## src/rtl/dual_issue_scheduler.sv

```systemverilog
// rtl/dual_issue_scheduler.sv - dual-slot issue controller: pair/split/load-use stall decisions and registered lane outputs
module dual_issue_scheduler #(
    parameter bit MEM_SPLIT = 1'b1,
    parameter bit BR_SPLIT  = 1'b1
) (
    input  logic        clk,
    input  logic        reset,
    input  logic [31:0] id_instr1,
    input  logic [31:0] id_instr2,
    input  logic        id_valid,
    input  logic        ex_load1,
    input  logic [4:0]  ex_load_rd1,
    input  logic        ex_load2,
    input  logic [4:0]  ex_load_rd2,
    input  logic        branch_taken,
    output logic        if_stall,
    output logic        if_flush,
    output logic [31:0] issue_instr1,
    output logic [31:0] issue_instr2,
    output logic        issue_valid1,
    output logic        issue_valid2,
    output logic        state_o
);
    typedef enum logic {PAIR = 1'b0, SECOND = 1'b1} state_t;

    state_t      state, state_next;
    logic [31:0] instr1_next, instr2_next;
    logic        valid1_next, valid2_next;
    logic [4:0]  dest1, dest2;
    logic        lu1, lu2, split;

    function automatic logic [4:0] dest_of(input logic [31:0] ins);
        case (ins[31:26])
            6'b000000:                                         dest_of = ins[15:11];
            6'b100011, 6'b001000, 6'b001100, 6'b001101, 6'b001010: dest_of = ins[20:16];
            default:                                           dest_of = 5'd0;
        endcase
    endfunction

    function automatic logic reads_rt(input logic [31:0] ins);
        reads_rt = (ins[31:26] == 6'b000000) || (ins[31:26] == 6'b101011) ||
                   (ins[31:26] == 6'b000100);
    endfunction

    // True when register r (never r0) is a source operand of ins; the NOP reads nothing.
    function automatic logic reads_reg(input logic [31:0] ins, input logic [4:0] r);
        reads_reg = (r != 5'd0) && (ins != 32'd0) &&
                    ((ins[25:21] == r) || (reads_rt(ins) && (ins[20:16] == r)));
    endfunction

    function automatic logic is_mem(input logic [31:0] ins);
        is_mem = (ins[31:26] == 6'b100011) || (ins[31:26] == 6'b101011);
    endfunction

    always_comb begin
        dest1 = dest_of(id_instr1);
        dest2 = dest_of(id_instr2);
        lu1   = (ex_load1 && reads_reg(id_instr1, ex_load_rd1)) ||
                (ex_load2 && reads_reg(id_instr1, ex_load_rd2));
        lu2   = (ex_load1 && reads_reg(id_instr2, ex_load_rd1)) ||
                (ex_load2 && reads_reg(id_instr2, ex_load_rd2));
        split = reads_reg(id_instr2, dest1) ||
                ((dest1 != 5'd0) && (dest1 == dest2)) ||
                (MEM_SPLIT && is_mem(id_instr1) && is_mem(id_instr2)) ||
                (BR_SPLIT && (id_instr1[31:26] == 6'b000100));
    end

    always_comb begin
        state_next  = state;
        if_stall    = 1'b0;
        if_flush    = 1'b0;
        instr1_next = 32'd0;
        instr2_next = 32'd0;
        valid1_next = 1'b0;
        valid2_next = 1'b0;
        if (reset) begin
            state_next = PAIR;
        end else if (branch_taken) begin
            if_flush   = 1'b1;
            state_next = PAIR;
        end else if (id_valid) begin
            case (state)
                PAIR: begin
                    if (lu1) begin
                        if_stall = 1'b1;
                    end else if (split || lu2) begin
                        instr1_next = id_instr1;
                        valid1_next = 1'b1;
                        if_stall    = 1'b1;
                        state_next  = SECOND;
                    end else begin
                        instr1_next = id_instr1;
                        valid1_next = 1'b1;
                        instr2_next = id_instr2;
                        valid2_next = 1'b1;
                    end
                end
                SECOND: begin
                    // IF/ID is frozen on the same pair; only the younger slot remains.
                    if (lu2) begin
                        if_stall = 1'b1;
                    end else begin
                        instr2_next = id_instr2;
                        valid2_next = 1'b1;
                        state_next  = PAIR;
                    end
                end
                default: state_next = PAIR;
            endcase
        end
    end

    always_ff @(posedge clk) begin
        if (reset) begin
            state        <= PAIR;
            issue_instr1 <= 32'd0;
            issue_instr2 <= 32'd0;
            issue_valid1 <= 1'b0;
            issue_valid2 <= 1'b0;
        end else begin
            state        <= state_next;
            issue_instr1 <= instr1_next;
            issue_instr2 <= instr2_next;
            issue_valid1 <= valid1_next;
            issue_valid2 <= valid2_next;
        end
    end

    assign state_o = state;
endmodule

```

## config.mk

```make
export PLATFORM = sky130hd
export DESIGN_NAME = dual_issue_scheduler
export DESIGN_NICKNAME = d
export VERILOG_FILES = /design/src/rtl/dual_issue_scheduler.sv
export SDC_FILE = /design/constraint.sdc
export NUM_CORES = 1
export LEC_CHECK = 0
export BUFFER_PORTS_ARGS = -buffer_cell sky130_fd_sc_hd__buf_4
export CAP_MARGIN = 40
export CELL_PAD_IN_SITES_DETAIL_PLACEMENT = 0
export CELL_PAD_IN_SITES_GLOBAL_PLACEMENT = 1
export CORE_UTILIZATION = 33
export DETAILED_ROUTE_END_ITERATION = 8
export PLACE_DENSITY = 0.74
export SETUP_SLACK_MARGIN = 0.15
export SYNTH_ARGS = -nofsm -noshare
export SYNTH_HDL_FRONTEND = slang
export SYNTH_SLANG_ARGS = --single-unit
```

## constraint.sdc

```tcl
create_clock -name clk -period 2.6 [get_ports clk]
set_input_delay 0.26 -clock clk [delete_from_list [all_inputs] [get_ports clk]]
set_output_delay 0.26 -clock clk [all_outputs]
set_load 0.02 [all_outputs]
```

# --- Word level (Yosys, flattened, before mapping) ---
# Index checks and enable logic that the tools add are counted.
totals:
  input_bits: 80
  output_inout_bits: 69
  reg_bits: 67
op_classes:
  reduce_logical: 51
  eq_ne: 25
  mux: 22
  n_bitwise: 2
op_table:
  columns: ["cell", "n"]
  rows:
  - ["32-bit 2-to-1 mux", 3]
  - ["32-bit case mux with 2 select lines", 1]
  - ["32-bit nonzero test", 2]
  - ["5-bit == test", 11]
  - ["6-bit by 4-bit == test with 1-bit output, second input constant", 8]
  - ["6-bit == test, second input constant", 4]
  - ["1-bit logical AND", 21]
  - ["5-bit case mux with 2 select lines", 2]
  - ["1-bit logical OR", 17]
  - ["5-bit nonzero test", 3]
  - ["5-bit OR reduction", 3]
  - ["1-bit 2-to-1 mux", 13]
  - ["6-bit by 3-bit == test with 1-bit output, second input constant", 2]
  - ["6-bit zero test", 2]
  - ["1-bit case mux with 2 select lines", 3]
  - ["4-bit OR reduction", 1]
  - ["3-bit OR reduction", 1]
  - ["1-bit inverter", 2]
  - ["2-bit OR reduction", 1]

# --- Depth between registers and ports, before layout ---
# Gate-level depths: netlist of the first run.
depth:
  depth_word: 17
  ltp_mapped: 11
  ltp_nobuf: 8

# --- Least setup slack after synthesis of the first run ---
# OpenSTA, ideal clock, no wires.
synth_path:
  path_kind: "in2out"
  startpoint: "input id_instr2[27]"
  endpoint: "output if_stall"
  slack_ps: -125
  required_ps: 2340
  t_arrival_ps: 2465
  cell_stages: 9
  cell_sequence: "or4_1 nor3_4 a32o_2 a21oi_1 nor4_4 nand4_4 buf_6 and3_4 a221oi_2"
synth_between:
  elab_chain_cells: 16
  elab_cells_between_ends: 43
  classes_between: "8 x eq/ne; 8 x mux; 27 x reduce/logical"
synth_rtl:
  columns: ["element", "line_no", "source"]
  rows:
  - ["start: declaration", "9", "input logic [31:0] id_instr2,"]
  - ["branches (longest 12 deep; another with 6-bit == test)", null, null]
  - ["1-bit case mux with 2 select lines (*)", "82", "case (state)"]
  - ["1-bit 2-to-1 mux (*)", "81", "end else if (id_valid) begin"]
  - ["1-bit 2-to-1 mux (*)", "78", "end else if (branch_taken) begin"]
  - ["1-bit 2-to-1 mux (*)", "76", "if (reset) begin"]
  - ["end: declaration", "16", "output logic if_stall,"]
# Mark *: on every way between the ends.

# --- Final worst setup path of the first run ---
layout_path:
  startpoint: "input id_instr1[27]"
  endpoint: "output if_stall"
layout_between:
  elab_chain_cells: 17
  elab_cells_between_ends: 45
  classes_between: "10 x eq/ne; 7 x mux; 28 x reduce/logical"
layout_rtl:
  columns: ["element", "line_no", "source"]
  rows:
  - ["start: declaration", "8", "input logic [31:0] id_instr1,"]
  - ["6-bit == test or 6-bit by 4-bit == test with 1-bit output (tied branches)", "33, 52", null]
  - ["5-bit OR reduction", "33", "case (ins[31:26])"]
  - ["5-bit case mux with 2 select lines", "33", null]
  - ["5-bit == test", "48", "((ins[25:21] == r) || (reads_rt(ins) && (ins[20:16] == r)));"]
  - ["1-bit logical AND", "48", null]
  - ["1-bit logical OR", "48", null]
  - ["1-bit logical AND", "47", "reads_reg = (r != 5'd0) && (ins != 32'd0) &&"]
  - ["1-bit logical OR", "62", "split = reads_reg(id_instr2, dest1) ||"]
  - ["1-bit logical OR", "63", "((dest1 != 5'd0) && (dest1 == dest2)) ||"]
  - ["1-bit logical OR", "64", "(MEM_SPLIT && is_mem(id_instr1) && is_mem(id_instr2)) ||"]
  - ["1-bit logical OR", "86", "end else if (split || lu2) begin"]
  - ["1-bit 2-to-1 mux", "86", null]
  - ["1-bit 2-to-1 mux (*)", "84", "if (lu1) begin"]
  - ["1-bit case mux with 2 select lines (*)", "82", null]
  - ["1-bit 2-to-1 mux (*)", "81", null]
  - ["1-bit 2-to-1 mux (*)", "78", null]
  - ["1-bit 2-to-1 mux (*)", "76", null]
# Every way passes the cells marked *; elsewhere a longest branch is shown, timed or not.

==> impl_results.rst, run 1 <==
.. list-table::
   :header-rows: 1

   * - Metric
     - Value
   * - Final wirelength
     - 12360 µm
   * - CTS max path bufs
     - 2
   * - Leak
     - about 2.4 nW
   * - Leading cell type in the layout, fill and taps excluded
     - sky130_fd_sc_hd__buf_4
   * - Number of distinct library cells after synthesis
     - just over 70
   * - TritonCTS clock tree
     - yes
   * - Net total in the final layout
     - 644
   * - Worst R2R Start
     - state_o
   * - Power Density
     - 485.1 nW/µm²
   * - Number of antenna violations at the first check in global routing
     - 0
   * - Total of hold buffers inserted after clock tree synthesis
     - 0
   * - Cts bufs inserted
     - 9
   * - Ratio of final minimum period to clock period
     - 1.060
   * - Sequential element share of the synthesized area
     - 0.3444
   * - Worst Hold Class
     - input pin to register
   * - Average cell area after synthesis
     - 9.523 µm²
   * - Post-placement setup slack
     - -253.8 ps
   * - Hold Crit Endpoint
     - issue_instr1[4]
   * - Average via count per standard cell
     - roughly 5.4
   * - Startpoint Class
     - input pin
   * - Depth of the most critical reg-to-reg path
     - 4
   * - Max Slew Vio Count
     - 0
   * - Post-synthesis instance total
     - between 400 and 500
   * - Initial DRC Count
     - about 220
   * - First-pass GRT wire length
     - between 15000 and 20000 µm
   * - Worst vdd ir
     - ~350 µV
   * - Worst-path clk slew
     - ~50 ps
   * - Number of placement rows
     - 39
   * - Io pins
     - ~150
   * - Data required time of the critical path
     - roughly 2300 ps
   * - Area of the multi-input gates
     - 2326 µm²
   * - Worst hold path startpoint
     - id_instr1[4]
   * - Layout Skew
     - ~13 ps
   * - Seq. cell area
     - about 1300 µm²
   * - Final critical-path required period
     - between 2000 and 3000 ps
   * - Violations in the final reports
     - negative setup slack
   * - DRC violations left
     - 0
   * - Reg2reg setup slack
     - 1090 ps
   * - Cell depth of the worst min-delay path
     - 2
   * - Instance count after placement with tap cells included
     - just under 700
   * - Core outline area
     - 11470 µm²
   * - Buffer cell driving the clock tree root
     - sky130_fd_sc_hd__clkbuf_16
   * - Highest net fanout along the worst path
     - 4
   * - Die Outline Area
     - roughly 12000 µm²
   * - Category of the worst setup path capture point
     - output pin
   * - Post-synth net total
     - 489
   * - Predominant post-synthesis flop cell
     - sky130_fd_sc_hd__dfxtp_1
   * - Result of the run
     - complete, but fails checks
   * - Via count of the routed design
     - roughly 3800
   * - Initial cell density of the core
     - 0.3397
   * - Finished Core Util
     - 0.4944
   * - CTS H-Tree Depth
     - 3
   * - Die boundary width
     - between 100 and 150 µm
   * - Floorplan die height
     - 110.6 µm
   * - Number of synthesized register bits
     - 67
   * - Synthesis warning total
     - 0
   * - Arrival time of data at the critical path endpoint
     - between 2000 and 2500 ps
   * - Antenna fix cells
     - 0
   * - Layout Cell Area excl Fill
     - 5669 µm²
   * - Area fraction of the dominant cell type after synthesis
     - 0.3444
   * - Synthesized cell area
     - ~3900 µm²
   * - Largest net degree at the start of global routing
     - 42
   * - Total iterations of the first detailed-routing run
     - 4
   * - Worst-Skew Late Latency
     - roughly 340 ps
   * - Setup repair after global routing missed its margin
     - true
   * - Number of global-route vias before repair
     - approximately 3700
   * - Reg2reg end
     - issue_instr2[11]
   * - Post-synthesis async set-or-reset flop share
     - 0
   * - Area grow syn2layout
     - 45.55%
   * - Worst setup path class
     - input pin to output pin
   * - Slew of the pin with the lowest slew margin
     - ~490 ps
   * - Post-synth top area cell
     - sky130_fd_sc_hd__dfxtp_1
   * - Placed Area
     - 5228 µm²
   * - Fraction of final layout cells with drive strength greater than 1
     - 0.4313
   * - Worst slack on hold paths
     - roughly 120 ps
   * - Commonest non-fill, non-tap cells in the layout
     - 185 x sky130_fd_sc_hd__buf_4, 67 x sky130_fd_sc_hd__dfxtp_1, 35 x sky130_fd_sc_hd__a32o_1
   * - Number of max-capacitance violations reported
     - 0
   * - Count of placed standard cells in the final layout, fillers left out
     - ~700
   * - Antenna-violating nets left
     - 0
   * - Number of hold-slack violations in the final timing report
     - 0
   * - Dominant cells by area after synthesis
     - sky130_fd_sc_hd__dfxtp_1 34%, sky130_fd_sc_hd__a32o_1 9.0%, sky130_fd_sc_hd__and4_1 6.1%
   * - Average wire per standard cell
     - 17.38 µm
   * - Least setup slack across all paths after layout
     - -154.9 ps
   * - I/O Buffers
     - about 150
   * - Worst max-slew margin expressed relative to the limit
     - 0.6697
   * - Overflow after GRT
     - 0
   * - Sink count of the clock tree
     - between 60 and 70
   * - GRT Resource Usage Total
     - 0.2052
   * - Number of enable flip-flop cells after synthesis
     - 0
   * - Number of fill cells in the layout
     - 1081
   * - Half-perimeter wire length after detailed placement
     - between 8000 and 9000 µm
   * - Number of setup violations in the final report
     - 1
   * - Fmax
     - between 300 and 400 MHz
   * - Final RePlAce weighted congestion
     - just over 0.8
-- kinds of logic (layout without fill, tap and decap cells) --
kind of cell              Yosys count  count (layout)  share of synthesized area
and+or+nand+nor                   146             146                     0.2625
DFF                                67              67                     0.3444
xor gates and xnor gates           42              42                    0.09444
buffers and inverters              61             220                    0.08930
AOI/OAI and AO/OA                  91              91                     0.2040
muxes                               2               2                   0.005461
-- registers in the layout (all words and copies together) (netlist names) --
| name | flops |
|---|---|
| issue_instr1 | 32 |
| issue_instr2 | 32 |
| issue_valid1 | 1 |
| issue_valid2 | 1 |
| state_o | 1 |
-- cell usage after synthesis (all sizes together) (3+ instances only) --
| cell | instances |
|---|---|
| or4 | 5 |
| xor2 | 24 |
| and3 | 6 |
| o21ai | 7 |
| buf | 24 |
| xnor2 | 18 |
| nor4 | 9 |
| dfxtp | 67 |
| nand2b | 6 |
| a21boi | 4 |
| dlygate4sd1 | 3 |
| o22ai | 4 |
| a21oi | 9 |
| nand2 | 6 |
| a22oi | 6 |
| nor3 | 13 |
| nand4 | 6 |
| clkbuf | 22 |
| nor2 | 7 |
| and4 | 31 |
| inv | 12 |
| a22o | 3 |
| a32o | 36 |
| a41oi | 3 |
| nand3 | 13 |
| and2 | 33 |
| o211ai | 4 |
-- stage by stage --
stage                     TNS, ps  total power [W]
after floorplan            -15.45         0.001375
after global placement      -5387         0.001613
after detailed placement    -6550         0.001619
after CTS                  -228.0         0.002786
after global routing       -260.8         0.002882
final                      -154.9         0.002750
-- power by group --
| group | switching [W] | internal, W |
|---|---|---|
| Clock | 0.000419 | 0.000718 |
| Sequential | 0.0000104 | 0.00106 |
| Combinational | 0.000281 | 0.000261 |
-- layout make-up --
type,count,area share
Timing Repair Buffer,193,0.2640
Sequential cell,67,0.2366
Tap cell,143,0.03156
Inverter,12,0.007945
Multi-Input combinational cell,281,0.4103
Clock inverter,1,0.001324
Clock buffer,14,0.04833
-- worst max path at each step --
| stage | slack [ps] | startpoint | depth (start not counted) | endpoint |
|---|---|---|---|---|
| after floorplan | -20 | id_instr2[27] | 9 | if_stall |
| after CTS | -230 | id_instr1[27] | 10 | if_stall |
| after global placement | -260 | id_instr1[29] | 10 | if_stall |
| after global routing | -260 | id_instr1[27] | 11 | if_stall |
| final | -150 | id_instr1[27] | 10 | if_stall |
| after detailed placement | -250 | id_instr1[29] | 10 | if_stall |
-- layer usage --
| metal | up-vias | GRT usage | share of wire |
|---|---|---|---|
| met1 | 1850 | 0.2611 | 0.44 |
| met2 | 128 | 0.3313 | 0.49 |
| met4 | 0 | 0.08356 | 0.016 |
| met3 | 18 | 0.04995 | 0.052 |
| met5 | - | 0 | 0 |
| li1 | 1851 | - | - |
-- critical path, stage by stage --
cell and delay (ps):
sky130_fd_sc_hd__buf_6 90, sky130_fd_sc_hd__or4_4 550, sky130_fd_sc_hd__nor3_4 210, sky130_fd_sc_hd__nand2_2 120, sky130_fd_sc_hd__and3_4 200, sky130_fd_sc_hd__nor4_4 310, sky130_fd_sc_hd__nand4_4 120, sky130_fd_sc_hd__and3_4 210
sky130_fd_sc_hd__a221oi_4 260, sky130_fd_sc_hd__buf_6 160
-- repair_timing --
item                                   CTS  global route
setup endpoints to repair                6            35
resized for setup                       17             4
gates cloned                             0             0
buffers inserted                         4             4
pin swaps                               15             5
endpoints found under the hold margin    0             0
Power figures use the tool's default switching activity.
==> inputs of run 2 (changes only) <==
CORE_UTILIZATION = 34   (was 33)
CTS_BUF_LIST = sky130_fd_sc_hd__clkbuf_4 sky130_fd_sc_hd__clkbuf_8   (was unset)
PLACE_DENSITY = 0.76   (was 0.74)
==> run 2 against run 1 <==
Sequential power about the same; highest routed layer unchanged; register-to-register slack better by 80 ps; the run still ends with negative setup slack left; clock-buffer cell count down 2; clock power down 29%; maximum frequency down 6.0%; sequential share of layout area down 0.54 points; utilization up 3.4 points; largest cell class unchanged; first-iteration DRC count up 6.8%.
==> impl_results.rst, run 2 (synthesized netlist as in run 1, its figures left out) <==
.. list-table::
   :header-rows: 1

   * - Metric
     - Value
   * - Result of the run
     - complete, but fails checks
   * - Violations in the final reports
     - negative setup slack
   * - Count of placed standard cells in the final layout, fillers left out
     - 728
   * - Die boundary width
     - between 100 and 150 µm
   * - Worst-path clk slew
     - 70 ps
   * - Number of placement rows
     - 38
   * - Slew of the pin with the lowest slew margin
     - roughly 520 ps
   * - Leak
     - around 2.5 nW
   * - Number of antenna violations at the first check in global routing
     - 0
   * - Antenna-violating nets left
     - 0
   * - Worst R2R Start
     - state_o
   * - Portion of total power attributed to sequential cells
     - 0.436
   * - Average via count per standard cell
     - around 5.4
   * - Number of fill cells in the layout
     - slightly above 1000
   * - Largest net degree at the start of global routing
     - 62
   * - Half-perimeter wire length after detailed placement
     - 9209 µm
   * - Net total in the final layout
     - roughly 660
   * - Worst Hold Class
     - input pin to register
   * - Worst max-slew margin expressed relative to the limit
     - 0.6505
   * - Sw Share
     - 0.2881
   * - Int Pwr
     - approximately 0.0017 W
   * - Buffer cell driving the clock tree root
     - sky130_fd_sc_hd__clkbuf_8
   * - Floorplan die height
     - approximately 110 µm
   * - Final critical-path required period
     - around 3000 ps
   * - Antenna fix cells
     - 0
   * - Worst-Skew Late Latency
     - roughly 340 ps
   * - TritonCTS clock tree
     - yes
   * - Startpoint Class
     - input pin
   * - Worst Setup EP
     - if_stall
   * - Highest net fanout along the worst path
     - 7
   * - Number of setup violations in the final report
     - 35
   * - Worst setup path class
     - input pin to output pin
   * - Final wirelength
     - ~13000 µm
   * - Via count of the routed design
     - roughly 4000
   * - Power Density
     - ~420 nW/µm²
   * - Total of hold buffers inserted after clock tree synthesis
     - 0
   * - Grt peak-use layer
     - met2
   * - CP Launch Point
     - id_instr1[31]
   * - Core outline area
     - 10980 µm²
   * - Layout Skew
     - 7.730 ps
   * - Met2 track demand over resource in global routing
     - 0.3576
   * - Area grow syn2layout
     - 48.92%
   * - Met3 demand-to-capacity share in global routing
     - 0.04782
   * - Cts bufs inserted
     - 9
   * - Part of the power in combinational logic
     - 0.232
   * - Power consumption
     - between 0.002 and 0.0025 W
   * - Fraction of final layout cells with drive strength greater than 1
     - 0.4524
   * - Final RePlAce weighted congestion
     - 0.8683
   * - Area of the multi-input gates
     - roughly 2300 µm²
   * - Leading cell type in the layout, fill and taps excluded
     - sky130_fd_sc_hd__buf_4
   * - Io pins
     - around 150
   * - Initial DRC Count
     - ~240
   * - Setup repair after global routing missed its margin
     - true
   * - Total iterations of the first detailed-routing run
     - 4
   * - Largest regs
     - issue_instr1 x32, issue_instr2 x32
   * - Seq. cell area
     - between 1000 and 1500 µm²
   * - DRC violations left
     - 0
   * - Die Outline Area
     - around 12000 µm²
   * - Worst vdd ir
     - 221.5 µV
   * - Arrival time of data at the critical path endpoint
     - between 2000 and 3000 ps
   * - Instance count after placement with tap cells included
     - approximately 700
   * - Category of the worst setup path capture point
     - output pin
   * - Fmax
     - roughly 340 MHz
   * - First-pass GRT wire length
     - 20160 µm
   * - Reg2reg end
     - issue_instr2[19]
   * - Average wire per standard cell
     - ~18 µm
   * - Data required time of the critical path
     - between 2000 and 2500 ps
   * - Initial cell density of the core
     - 0.3546
   * - Least setup slack across all paths after layout
     - -330.0 ps
   * - Max Slew Vio Count
     - 0
   * - Global routing usage on met1
     - 0.2914
   * - Number of global-route vias before repair
     - roughly 3800
   * - Commonest non-fill, non-tap cells in the layout
     - 197 x sky130_fd_sc_hd__buf_4, 67 x sky130_fd_sc_hd__dfxtp_1, 34 x sky130_fd_sc_hd__a32o_1
   * - Number of max-capacitance violations reported
     - 0
   * - Reg2reg setup slack
     - around 1200 ps
   * - Net switching component of the power
     - just over 0.0007 W
   * - Number of hold-slack violations in the final timing report
     - 0
   * - Overflow after GRT
     - 0
   * - CTS max path bufs
     - 2
   * - GRT Resource Usage Total
     - 0.2229
   * - Depth of the most critical reg-to-reg path
     - 4
   * - Sink count of the clock tree
     - 67
   * - Clock power frac
     - 0.332
   * - Ratio of final minimum period to clock period
     - 1.127
   * - Cell depth of the worst min-delay path
     - 2
   * - CTS H-Tree Depth
     - 3
   * - I/O Buffers
     - around 150
[run 2: cell count changes in the layout (fill, tap and decap cells not counted), moves of 2 or more]
cell,change
sky130_fd_sc_hd__buf_16,+3
sky130_fd_sc_hd__clkbuf_8,+8
sky130_fd_sc_hd__buf_4,+12
sky130_fd_sc_hd__clkbuf_16,-9
sky130_fd_sc_hd__clkinv_2,+2
sky130_fd_sc_hd__buf_12,+4
sky130_fd_sc_hd__clkbuf_1,-2
[run 2: critical path: stages]
cell and delay, ps:
sky130_fd_sc_hd__buf_8 100, sky130_fd_sc_hd__buf_12 110, sky130_fd_sc_hd__or3b_4 410, sky130_fd_sc_hd__a21oi_4 260, sky130_fd_sc_hd__o211ai_1 210, sky130_fd_sc_hd__a32o_2 290, sky130_fd_sc_hd__a211oi_2 200, sky130_fd_sc_hd__a21oi_1 90
sky130_fd_sc_hd__o22a_2 280, sky130_fd_sc_hd__a221oi_4 300, sky130_fd_sc_hd__buf_6 170
[run 2: worst min path at each step]
stage | to | slack, ps | startpoint
after floorplan | issue_instr1[0] | 380 | id_instr1[0]
after CTS | issue_instr1[5] | 100 | id_instr1[5]
after detailed placement | issue_instr1[5] | 460 | id_instr1[5]
after global placement | issue_instr1[7] | 460 | id_instr1[7]
after global routing | issue_instr1[5] | 90 | id_instr1[5]
final | issue_instr1[4] | 110 | id_instr1[4]
[run 2: final cells by class]
| type | instances | area share |
|---|---|---|
| multi-input combinational | 281 | 0.3969 |
| timing repair buffer | 212 | 0.3022 |
| sequential | 67 | 0.2312 |
| tap | 140 | 0.03020 |
| clock buffer | 12 | 0.02739 |
| inverter | 12 | 0.007765 |
| clock inverter | 4 | 0.004314 |
[run 2: layer usage]
| metal | share of wire | vias up |
|---|---|---|
| met5 | 0 | - |
| met4 | 0.022 | 0 |
| met3 | 0.067 | 24 |
| met2 | 0.47 | 143 |
| met1 | 0.44 | 1906 |
| li1 | - | 1888 |
[run 2: what timing repair did]
action	in CTS	in global routing
gates resized for setup	24	6
cloned	3	0
hold endpoints to repair	0	0
pin swaps	17	2
buffers inserted	5	1
setup endpoints to repair	35	35
[run 2: power by group through the flow]
stage | combinational (W) | sequential, W | clock, W
after floorplan | 0.000242 | 0.00113 | 0
after global placement | 0.000539 | 0.00109 | 0
after detailed placement | 0.000545 | 0.00109 | 0
after CTS | 0.000562 | 0.00107 | 0.000840
after global routing | 0.000608 | 0.00107 | 0.000894
final | 0.000568 | 0.00107 | 0.000812
[run 2: stage by stage]
step                      cell area [µm²]  setup TNS [ps]  utilization  setup slack [ps]  hold WS (ps)
after floorplan                      3916          -15.45            -            -15.45         381.7
after global placement               5371           -7025       0.4891            -296.4         462.0
after detailed placement             5371           -8647       0.4891            -364.0         463.8
after CTS                            5761           -1999       0.5245            -302.2         97.79
after global routing                 5801           -3341       0.5281            -363.8         91.70
final                                5801           -3990       0.5281            -330.0         111.7
==> inputs of run 3 (changes only) <==
CELL_PAD_IN_SITES_DETAIL_PLACEMENT = unset   (was 0)
CELL_PAD_IN_SITES_GLOBAL_PLACEMENT = unset   (was 1)
CORE_UTILIZATION = 43   (was 34)
PLACE_DENSITY = 0.71   (was 0.76)
==> run 3 against run 2 <==
Die area down 21%; total power up 2.1%; global-route usage up 2.5 points; the flow still finishes with violations (negative setup slack); critical path type unchanged; combinational power down 5.8%; worst setup slack better by 46 ps.
==> impl_results.rst, run 3 (synthesized netlist as in run 1, its figures left out) <==
.. list-table::
   :header-rows: 1

   * - Metric
     - Value
   * - Initial cell density of the core
     - 0.4445
   * - Antenna fix cells
     - 0
   * - Cts bufs inserted
     - 9
   * - Number of antenna violations at the first check in global routing
     - 0
   * - Number of hold-slack violations in the final timing report
     - 0
   * - Largest regs
     - issue_instr1 x32, issue_instr2 x32
   * - Worst vdd ir
     - roughly 270 µV
   * - Largest net degree at the start of global routing
     - 45
   * - Fmax
     - roughly 350 MHz
   * - Commonest non-fill, non-tap cells in the layout
     - 184 x sky130_fd_sc_hd__buf_4, 67 x sky130_fd_sc_hd__dfxtp_1, 34 x sky130_fd_sc_hd__a32o_1
   * - Leading cell type in the layout, fill and taps excluded
     - sky130_fd_sc_hd__buf_4
   * - Result of the run
     - complete, but fails checks
   * - Total iterations of the first detailed-routing run
     - 4
   * - Worst-Skew Late Latency
     - about 350 ps
   * - Worst-path clk slew
     - about 80 ps
   * - Finished Core Util
     - 0.6241
   * - Arrival time of data at the critical path endpoint
     - 2620 ps
   * - Highest net fanout along the worst path
     - 4
   * - Cell type with the highest occurrence count on the critical path
     - sky130_fd_sc_hd__buf_6
   * - Die boundary width
     - approximately 97 µm
   * - Max Slew Vio Count
     - 0
   * - Final wirelength
     - between 10000 and 15000 µm
   * - Worst max-slew margin expressed relative to the limit
     - 0.5628
   * - Top cell family by delay on the critical path
     - simple AND/OR/NAND/NOR gates
   * - Half-perimeter wire length after detailed placement
     - 8561 µm
   * - Data required time of the critical path
     - ~2300 ps
   * - Leak
     - ~2.4 nW
   * - Critical path, cell by cell
     - buf_6 > or4_4 > nor3_4 > nand2_2 > a32o_2 > nor4_4 > a21oi_1 > o22a_1 > a221oi_4 > buf_6
   * - Layout Skew
     - about 8.6 ps
   * - Final RePlAce weighted congestion
     - 0.8983
   * - Slew of the pin with the lowest slew margin
     - 653.7 ps
   * - Worst setup path class
     - input pin to output pin
   * - Number of placement rows
     - 34
   * - Number of global-route vias before repair
     - 3607
   * - Number of setup violations in the final report
     - 1
   * - DRC violations left
     - 0
   * - Sink count of the clock tree
     - 67
   * - Least setup slack across all paths after layout
     - -284.5 ps
   * - Core outline area
     - between 8000 and 9000 µm²
   * - Buffer cell driving the clock tree root
     - sky130_fd_sc_hd__clkbuf_8
   * - Total of hold buffers inserted after clock tree synthesis
     - 0
   * - Setup repair after global routing missed its margin
     - true
   * - I/O Buffers
     - roughly 150
   * - First-pass GRT wire length
     - 18770 µm
   * - Violations in the final reports
     - negative setup slack
   * - GRT Resource Usage Total
     - 0.2483
   * - TritonCTS clock tree
     - yes
   * - CTS H-Tree Depth
     - 3
   * - CTS max path bufs
     - 2
   * - Power Density
     - between 400 and 500 nW/µm²
   * - Ratio of final minimum period to clock period
     - 1.109
   * - Area grow syn2layout
     - 40.41%
   * - Antenna-violating nets left
     - 0
   * - Average via count per standard cell
     - ~5.7
   * - Startpoint Class
     - input pin
   * - Final critical-path required period
     - between 2000 and 3000 ps
   * - Via count of the routed design
     - 3837
   * - Initial DRC Count
     - approximately 280
   * - Die Outline Area
     - roughly 9400 µm²
   * - Fraction of final layout cells with drive strength greater than 1
     - 0.4258
   * - Total buffers and inverters traversed by the critical path
     - 2
   * - Net total in the final layout
     - between 600 and 700
   * - Overflow after GRT
     - 0
   * - Category of the worst setup path capture point
     - output pin
   * - Cell at the slowest stage of the critical path
     - sky130_fd_sc_hd__or4_4
   * - Setup TNS
     - -284.5 ps
   * - Critical Path Max Stage Delay
     - 550 ps
   * - Number of max-capacitance violations reported
     - 0
   * - Average wire per standard cell
     - 17.57 µm
   * - Floorplan die height
     - between 90 and 100 µm
   * - Io pins
     - 149
   * - Worst Hold Class
     - input pin to register
run 3: changes by cell type in the layout (fill, tap and decap cells not counted), moves of 2 or more:
cell,change
sky130_fd_sc_hd__buf_12,-5
sky130_fd_sc_hd__a41oi_1,+2
sky130_fd_sc_hd__buf_4,-13
sky130_fd_sc_hd__buf_16,-3
sky130_fd_sc_hd__a41oi_2,-2
sky130_fd_sc_hd__clkbuf_8,-2
run 3: routing by layer:
layer  part of all wire  global-route usage  up-vias
li1                   -                   -     1840
met1               0.44              0.3203     1827
met2               0.48              0.4122      152
met3              0.056             0.04748       18
met4              0.019             0.08840        0
met5                  0                   0        -
run 3: final timing paths:
check	start	to	slack, ps	depth (start not counted)
max	id_instr1[27]	if_stall	-280	10
min	id_instr1[9]	issue_instr1[9]	100	2
max reg2reg	state_o	issue_instr2[6]	1170	4
min reg2reg	state_o	state_o	650	2
run 3: repair_timing:
item	4_1_cts	5_1_grt
buffers inserted	0	2
endpoints found under the setup margin	1	35
resized for setup	4	10
endpoints found under the hold margin	0	0
pin swaps	2	13
run 3: area by class of cell:
cell class | count | area, µm²
Fill cell | 759 | 3294
Multi-Input combinational cell | 281 | 2288
Timing Repair Buffer | 190 | 1458
Sequential cell | 67 | 1341
Tap cell | 108 | 135.1
Clock buffer | 9 | 123.9
Clock inverter | 7 | 77.57
Inverter | 12 | 45.04
run 3: report_power, final:
group / switching (W) / internal [W]
sequential: 0.00000942 / 0.00106
clock: 0.000449 / 0.000449
combinational: 0.000278 / 0.000257
run 3: per-stage QoR:
stage	instance area (µm²)	std cells	total power, W	hold WS (ps)	worst slack [ps]
final	5469	674	0.002501	104.0	-284.5
after global routing	5469	674	0.002608	89.28	-369.9
after CTS	5409	672	0.002511	90.22	-195.4
after detailed placement	5194	656	0.001613	464.9	-242.9
after global placement	5194	656	0.001605	466.7	-243.5
after floorplan	3916	409	0.001375	381.7	-15.45
